<file path="src/rtl/cnu_minsum.sv">
// Min-sum check node unit: gathers one row of vtc blocks, tracks min1/min2/idx/sign
// per lane, then replays one ctv block per column in arrival order.
module cnu_minsum #(
   parameter int data_w  = 8,
   parameter int ext_w   = 3,
   parameter int D       = 5,
   parameter int MAX_DEG = 16,
   parameter int col_w   = 4,
   parameter int OFFSET  = 0
) (
   input  logic                          clk,
   input  logic                          rst_n,
   input  logic                          in_valid,
   output logic                          in_ready,
   input  logic                          in_last,
   input  logic [(data_w+ext_w)*D-1:0]   in_vtc,
   output logic                          out_valid,
   input  logic                          out_ready,
   output logic                          out_last,
   output logic [col_w-1:0]              out_col,
   output logic [data_w*D-1:0]           out_ctv
);

   localparam int temp_w = data_w + ext_w;
   localparam int mag_w  = temp_w - 1;
   localparam logic [mag_w-1:0] off_v = mag_w'(OFFSET);
   localparam logic [mag_w-1:0] sat_v = mag_w'((1 << (data_w - 1)) - 1);

   typedef enum logic {COLLECT, EMIT} state_t;

   state_t             state, state_n;
   logic [col_w-1:0]   col, col_n, k, k_n;
   logic [col_w:0]     deg, deg_n;
   logic [mag_w-1:0]   min1 [D];
   logic [mag_w-1:0]   min1_n [D];
   logic [mag_w-1:0]   min2 [D];
   logic [mag_w-1:0]   min2_n [D];
   logic [col_w-1:0]   idx [D];
   logic [col_w-1:0]   idx_n [D];
   logic [D-1:0]       sign_prod, sign_prod_n;
   logic [D-1:0]       sign_mem [MAX_DEG];
   logic [D-1:0]       sign_mem_n [MAX_DEG];

   logic               out_valid_n, out_last_n;
   logic [col_w-1:0]   out_col_n;
   logic [data_w*D-1:0] out_ctv_n;
   logic [mag_w-1:0]   mag, m_sel, m_off, m_sat;
   logic               sgn;

   assign in_ready = (state == COLLECT);

   // Outputs are computed from the next-state view so they can be registered
   // and still appear the cycle after the last vtc is accepted.
   always_comb begin
      // NOTE: every variable gets its current value first, so no branch can infer a latch.
      state_n     = state;
      col_n       = col;
      deg_n       = deg;
      k_n         = k;
      min1_n      = min1;
      min2_n      = min2;
      idx_n       = idx;
      sign_prod_n = sign_prod;
      sign_mem_n  = sign_mem;
      mag         = '0;
      m_sel       = '0;
      m_off       = '0;
      m_sat       = '0;
      sgn         = 1'b0;
      out_ctv_n   = '0;

      case (state)
         COLLECT: if (in_valid) begin
            for (int i = 0; i < D; i++) begin
               mag = in_vtc[i*temp_w +: mag_w];
               if (mag < min1[i]) begin
                  min2_n[i] = min1[i];
                  min1_n[i] = mag;
                  idx_n[i]  = col;
               end else if (mag < min2[i]) begin
                  min2_n[i] = mag;
               end
               sign_prod_n[i]     = sign_prod[i] ^ in_vtc[i*temp_w + temp_w - 1];
               sign_mem_n[col][i] = in_vtc[i*temp_w + temp_w - 1];
            end
            col_n = col + col_w'(1);
            if (in_last || col == col_w'(MAX_DEG - 1)) begin
               deg_n   = (col_w+1)'(col) + (col_w+1)'(1);
               k_n     = '0;
               state_n = EMIT;
            end
         end
         EMIT: if (out_ready) begin
            if ((col_w+1)'(k) == deg - (col_w+1)'(1)) begin
               state_n     = COLLECT;
               col_n       = '0;
               k_n         = '0;
               sign_prod_n = '0;
               for (int i = 0; i < D; i++) begin
                  min1_n[i] = '1;
                  min2_n[i] = '1;
                  idx_n[i]  = '0;
               end
            end else begin
               k_n = k + col_w'(1);
            end
         end
         default: state_n = COLLECT;
      endcase

      out_valid_n = (state_n == EMIT);
      out_last_n  = out_valid_n && ((col_w+1)'(k_n) == deg_n - (col_w+1)'(1));
      out_col_n   = out_valid_n ? k_n : '0;
      for (int i = 0; i < D; i++) begin
         m_sel = (k_n == idx_n[i]) ? min2_n[i] : min1_n[i];
         m_off = (m_sel > off_v) ? m_sel - off_v : '0;
         m_sat = (m_off > sat_v) ? sat_v : m_off;
         sgn   = (m_sat == '0) ? 1'b0 : (sign_prod_n[i] ^ sign_mem_n[k_n][i]);
         out_ctv_n[i*data_w +: data_w] = out_valid_n ? {sgn, m_sat[data_w-2:0]} : '0;
      end
   end

   always_ff @(posedge clk or negedge rst_n) begin
      if (!rst_n) begin
         state     <= COLLECT;
         col       <= '0;
         deg       <= '0;
         k         <= '0;
         sign_prod <= '0;
         for (int i = 0; i < D; i++) begin
            min1[i] <= '1;
            min2[i] <= '1;
            idx[i]  <= '0;
         end
         // NOTE: sign_mem is a small flop array, so it shares the async reset; a RAM macro would not.
         for (int r = 0; r < MAX_DEG; r++) sign_mem[r] <= '0;
         out_valid <= 1'b0;
         out_last  <= 1'b0;
         out_col   <= '0;
         out_ctv   <= '0;
      end else begin
         // NOTE: state registers use <= only; blocking = is reserved for the combinational block.
         state     <= state_n;
         col       <= col_n;
         deg       <= deg_n;
         k         <= k_n;
         sign_prod <= sign_prod_n;
         min1      <= min1_n;
         min2      <= min2_n;
         idx       <= idx_n;
         sign_mem  <= sign_mem_n;
         out_valid <= out_valid_n;
         out_last  <= out_last_n;
         out_col   <= out_col_n;
         out_ctv   <= out_ctv_n;
      end
   end

endmodule

</file>
<file path="config.mk">
export PLATFORM = sky130hd
export DESIGN_NAME = cnu_minsum
export DESIGN_NICKNAME = d
export VERILOG_FILES = /design/src/rtl/cnu_minsum.sv
export SDC_FILE = /design/constraint.sdc
export NUM_CORES = 1
export LEC_CHECK = 0
export ABC_AREA = 1
export CAP_MARGIN = 15
export CORE_MARGIN = 5
export CORE_UTILIZATION = 25
export CTS_BUF_LIST = sky130_fd_sc_hd__clkbuf_2
export DETAILED_ROUTE_END_ITERATION = 8
export PLACE_DENSITY_LB_ADDON = 0.3
export SLEW_MARGIN = 10
export SYNTH_ARGS = -nofsm -noshare
export SYNTH_HDL_FRONTEND = slang
export SYNTH_SLANG_ARGS = --single-unit
</file>
<file path="constraint.sdc">
create_clock -name clk -period 7.25 [get_ports clk]
set_clock_uncertainty 0.2 [all_clocks]
set_input_delay 1.45 -clock clk [delete_from_list [all_inputs] [get_ports clk]]
set_output_delay 1.45 -clock clk [all_outputs]
set_load 0.02 [all_outputs]
</file>
### Word level (Yosys, flattened, before mapping)

Index checks and enable logic that the tools add are counted.

* bitwise logic cells: 13
* multiplexer cells: 99
* reduce and logical (&&, ||, !) cells: 9
* order comparisons: 23
* $add $sub $neg: 5
* eq/ne operators: 11

Operator list (count)
* bitwise mux 80 bit: 5
* two-way mux 10 bit: 30
* two-way mux 50 bit: 6
* case mux 50 bit (2 select lines): 2
* two-way mux 80 bit: 2
* demux 5 bit (select 4 bit): 5
* < comparator 10 bit: 10
* two-way mux 20 bit: 3
* two-way mux 4 bit: 14
* > comparator 10 x 1 -> 1 bit, second input constant: 5
* > comparator 10 x 7 -> 1 bit, second input constant: 5
* zero test 10 bit: 5
* two-way mux 5 bit: 9
* two-way mux 8 bit: 5
* case mux 20 bit (2 select lines): 1
* binary-select mux 5 bit (select 4 bit): 1
* == test 4 bit: 5
* case mux 4 bit (2 select lines): 2
* == test 4 x 5 -> 1 bit: 2
* greater-or-equal comparator 5 bit, second input constant: 2
* two-way mux 1 bit: 10
* NOT 4 -> 5 bit: 2
* case mux 5 bit (2 select lines): 1
* subtractor 5 x 1 -> 5 bit, second input constant: 2
* 14 further kinds: 26

* output and inout bits: 47
* bits of input ports: 60
* word-level logic and storage cells: 199
* register bits after elaboration: 264

### Logic depth before layout (Yosys ltp)

* depth after elaboration: 18
* gate-level depth with buffers: 25
* depth with buffers taken out: 24

### Worst setup path before layout

Ideal clock, no wire load.

* path kind: input to register
* start point: input in_vtc[53]
* end point: register out_ctv[39]
* arrival: 3554 ps
* buffers on the path: 2
* data required time: 6937 ps
* setup time: 113 ps
* stages on the path: 18
* slack: 3383 ps
* cell sequence: ha_1 > a21o_1 > nor2_1 > nand4_2 > inv_1 > buf_2 > nand2_1 > nand3_1 > nand2_1 > nor2_4 > nand2_4 > buf_6 > nand2_1 > o21ai_1 > nor2_1 > nand3_1 > nand2_1 > inv_1

* word-level cells in the longest chain between the ends: 13

RTL lines
* from (decl): RTL line 16 `input logic [(data_w+ext_w)*D-1:0] in_vtc,`
* < comparator 10 bit, on equally long branches: RTL line 76, 80
* two-way mux 4 bit / two-way mux 10 bit (equally long branches): RTL line 76, 80
* two-way mux 20 bit / two-way mux 10 bit (equally long branches): RTL line 73, 76
* case mux 20 bit (2 select lines) / two-way mux 50 bit (equally long branches): RTL line 72, 73
* == test 4 bit / case mux 50 bit (2 select lines) (equally long branches): RTL line 115, 72
* two-way mux 10 bit *: RTL line 115 `m_sel = (k_n == idx_n[i]) ? min2_n[i] : min1_n[i];`
* > comparator 10 x 1 -> 1 bit: RTL line 116 `m_off = (m_sel > off_v) ? m_sel - off_v : '0;`
* two-way mux 10 bit *: RTL line 116
* > comparator 10 x 7 -> 1 bit: RTL line 117 `m_sat = (m_off > sat_v) ? sat_v : m_off;`
* two-way mux 10 bit *: RTL line 117
* zero test 10 bit *: RTL line 118 `sgn = (m_sat == '0) ? 1'b0 : (sign_prod_n[i] ^ sign_mem_n[k_n][i]);`
* two-way mux 1 bit *: RTL line 118
* two-way mux 8 bit *: RTL line 119 `out_ctv_n[i*data_w +: data_w] = out_valid_n ? {sgn, m_sat[data_w-2:0]} : '0;`
* net out_ctv_n[39]: RTL line 46 `logic [data_w*D-1:0] out_ctv_n;`
* to (signal assigned): RTL line 155 `out_ctv <= out_ctv_n;`
* to (decl): RTL line 21 `output logic [data_w*D-1:0] out_ctv`

Mark *: on every way through the listed nets, which the timed path passes. The rest lies on a longest branch.
A chain may end at the register's enable or synchronous reset.

### Worst setup path after layout

* start point: register col[1]
* end point: register out_ctv[21]

* word-level cells in the longest chain between the ends: 12

RTL lines
* from (decl): RTL line 32 `logic [col_w-1:0] col, col_n, k, k_n;`
* from (signal assigned): RTL line 144 `col <= col_n;`
* == test 4 bit: RTL line 87 `if (in_last || col == col_w'(MAX_DEG - 1)) begin`
* logical OR 1 bit: RTL line 87
* two-way mux 4 bit: RTL line 87
* two-way mux 4 bit: RTL line 73 `COLLECT: if (in_valid) begin`
* case mux 4 bit (2 select lines): RTL line 72 `case (state)`
* == test 4 bit: RTL line 115
* two-way mux 10 bit: RTL line 115
* > comparator 10 x 1 -> 1 bit: RTL line 116
* two-way mux 10 bit: RTL line 116
* > comparator 10 x 7 -> 1 bit: RTL line 117
* two-way mux 10 bit: RTL line 117
* two-way mux 8 bit *: RTL line 119
* net out_ctv_n[21]: RTL line 46

Marks and branches as above.

==> results.ini <==
[hold_path]
hold_path.class = reg -> reg

[synthesis]
seq_area_frac_synth_pct = 41.1
avgSynthCellArea_sq_um = 7.37
ys_seq_elements = 264
syn_inst = 2222
synth_cell_types = 40
yosysWarnings = 0
syn-num-nets = 2379
netlist_area_sq_um = 16400

[detailed_routing]
postRouteAntennaNets = 0
wl_per_cell_um = 15.6
drt_iter0_drc = 900
drt_wl_total_um = 50600
dr.pass1.iters = 5
via_count = 14900
post-route-drc-count = 0
vias_per_cell = 4.57

[cts]
post-cts-setup-buffers = 0
clkSinkCount = 264
holdBufCountCts = 0
clock_latency_ns = 1.04
h-tree-depth = 3
cts_resized = 0
clk_pin_slew_ns = 0.09
cts_tree = done
cts_buffers = 75
cts-root-buf = clkbuf_2
cts.path.max_buffers = 3

[global_routing]
grt_pass1_wl_um = 80200
grt_pass1_vias = 14800
grt_max_degree = 151
grt-ovfl-total = 0
grt_antenna_before_repair = 7
grt_use_total_pct = 14.1

[run]
maxCapViolCount = 0

[die]
row_count = 93
dieArea_sq_um = 70700
die_x_um = 266
die_h_um = 266
ios = 107
start_util_pct = 25.3
core_area_sq_um = 64700

[place]
dp_hpwl_um = 34400
io_buffers = 106
place_inst = 3116
gp_congestion = 0.832
pre_cts_ws_ns = 1.84
postPlaceCellArea_sq_um = 18200

[sta]
fmax_ghz = 0.225
finalCritPeriodShare_pct = 61.4
worst_slack_ns = 2.80
slew_headroom_pct = 21.3
maxSlewViolCount = 0
finalSetupViolations = 0
worstMarginPinSlew_ns = 1.18
final-hold-violation-count = 0
finalSetupTns_ns = 0
holdWs_ns = 0.312
rsz0062_at_grt = false
fin_crit_ns = 4.45

[setup_path]
crit_type = reg -> reg
crit_path_end_kind = flip-flop
worstPathMaxFanout = 34
cp.arrival_ns = 5.12
required_ns = 7.92
critPathLaunchType = flip-flop

[power]
switching_share_pct = 50.8
p_comb_share_pct = 58.0
power_mw = 8.65
p_sw_mw = 4.39
seqPwrFrac_pct = 28.9
p_leak_nw = 9.57
cell_internal_pwr_mw = 4.26
powerDensity_nw_per_um2 = 457
clkPwrFrac_pct = 13.1
vdd_drop_max_mv = 0.173

[layout]
layoutNonFillerInstCount = 3256
multiInputGateArea_sq_um = 8080
drive_gt1_share_pct = 13.5
final_util_pct = 29.2
fin_nets = 2495
syn_to_final_growth_pct = 15.6
stdcell_area_sq_um = 18900
fillers = 7087
register_area_sq_um = 6730

[outcome]
status = finished, final reports clean

## registers in the layout, indices dropped and copies added, names as in the netlist
| signal | cells |
|---|---|
| col | 4 |
| deg | 5 |
| idx | 20 |
| k | 4 |
| min1 | 50 |
| min2 | 50 |
| out_col | 4 |
| out_ctv | 40 |
| out_last | 1 |
| sign_mem | 80 |
| sign_prod | 5 |
| state | 1 |
## path summary, 6_finish.rpt
path	cells past startpoint	slack, ns	endpoint	from
max	18	2.80	out_ctv[21]	col[1]
min	2	0.31	sign_mem[70]	sign_mem[70]
max reg2reg	18	2.80	out_ctv[21]	col[1]
min reg2reg	2	0.31	sign_mem[70]	sign_mem[70]
max in group asynchronous	2	5.09	out_col[1]	rst_n
min in group asynchronous	1	0.32	out_ctv[1]	rst_n
## cell usage in the layout (no fill, tap or decap), types with 5 or more instances in the layout
cell and count:
o21a_1 25, inv_1 298, nor2_4 13, buf_4 11
o21ai_1 17, ha_1 97, nand4_1 18, and2_1 5
dfstp_2 100, nand2_1 647, nand3_2 13, clkinvlp_4 6
nor2_2 11, clkbuf_2 118, nand3b_1 5, a21oi_1 186
o22ai_1 8, dfrtp_1 164, clkdlybuf4s50_1 105, o21ai_0 174
xor2_1 6, inv_2 11, nor2_1 114, clkinv_1 14
nand3_1 175, and3_1 5, nand2_2 25
## layout make-up
class / instances / share of cell area (%)
Clock buffer: 118 / 3.12
Tap cell: 855 / 5.65
Timing Repair Buffer: 118 / 6.18
Sequential cell: 264 / 35.6
Clock inverter: 20 / 0.549
Antenna cell: 2 / 0.0265
Multi-Input combinational cell: 1568 / 42.7
Inverter: 311 / 6.17
## metal layers
layer  GRT usage (%)  vias to the layer above  wire [um]
met4            4.81                        8       1150
met1            17.5                     6994      22100
met5               0                        -         50
met2            24.6                      363      24800
met3            3.00                       99       2630
li1                -                     7421          -
## power by group through the flow
stage               registers, mW  logic [mW]  clock network, mW
floorplan                    2.55        3.58                  0
global placement             2.52        4.95                  0
detailed placement           2.53        5.03                  0
CTS                          2.50        5.05               1.20
global route                 2.57        5.69               1.28
finish                       2.50        5.02               1.13
## cell usage after synthesis, drive strengths merged
library cell	count	share of area [%]
a21boi	1	0.046
a21o	4	0.18
a21oi	186	5.7
and2	5	0.19
and3	5	0.19
buf	50	1.8
clkbuf	29	0.66
clkinv	1	0.023
dfrtp	164	25
dfstp	100	16
ha	97	7.4
inv	310	7.1
nand2	675	16
nand3	188	6.1
nand3b	5	0.23
nand4	23	1.1
nor2	140	4.1
nor3	1	0.031
nor3b	1	0.046
nor4	1	0.038
o21a	25	1.1
o21ai	191	5.8
o22ai	8	0.31
o31ai	1	0.046
or2	3	0.11
xnor2	2	0.11
xor2	6	0.32
## logic make-up (layout without fill, tap and decap cells)
group | Yosys count | in the layout | share of synthesized area (%)
xor gates and xnor gates | 8 | 8 | 0.428
AOI/OAI and AO/OA | 416 | 416 | 13.3
and+or+nand+nor | 1047 | 1047 | 28.2
DFF | 264 | 264 | 41.1
buffers and inverters | 390 | 567 | 9.58
adders and majority gates | 97 | 97 | 7.41
other | 0 | 2 | 0
## worst max-delay path: stages (launching register included)
cell,delay [ns]
dfrtp_1,0.59
ha_1,0.37
nand3_1,0.11
nand2_1,0.11
a21oi_1,0.51
nand2_1,0.47
nand2_2,0.42
buf_4,0.45
nand2_1,0.09
nand2_1,0.13
nor2_4,0.08
nand2_2,0.22
nand2_1,0.09
nand2_1,0.09
nand2_1,0.11
inv_1,0.12
nand2_1,0.06
nand2_1,0.07
inv_1,0.05
Note: power is estimated with default switching activity, not from simulation.
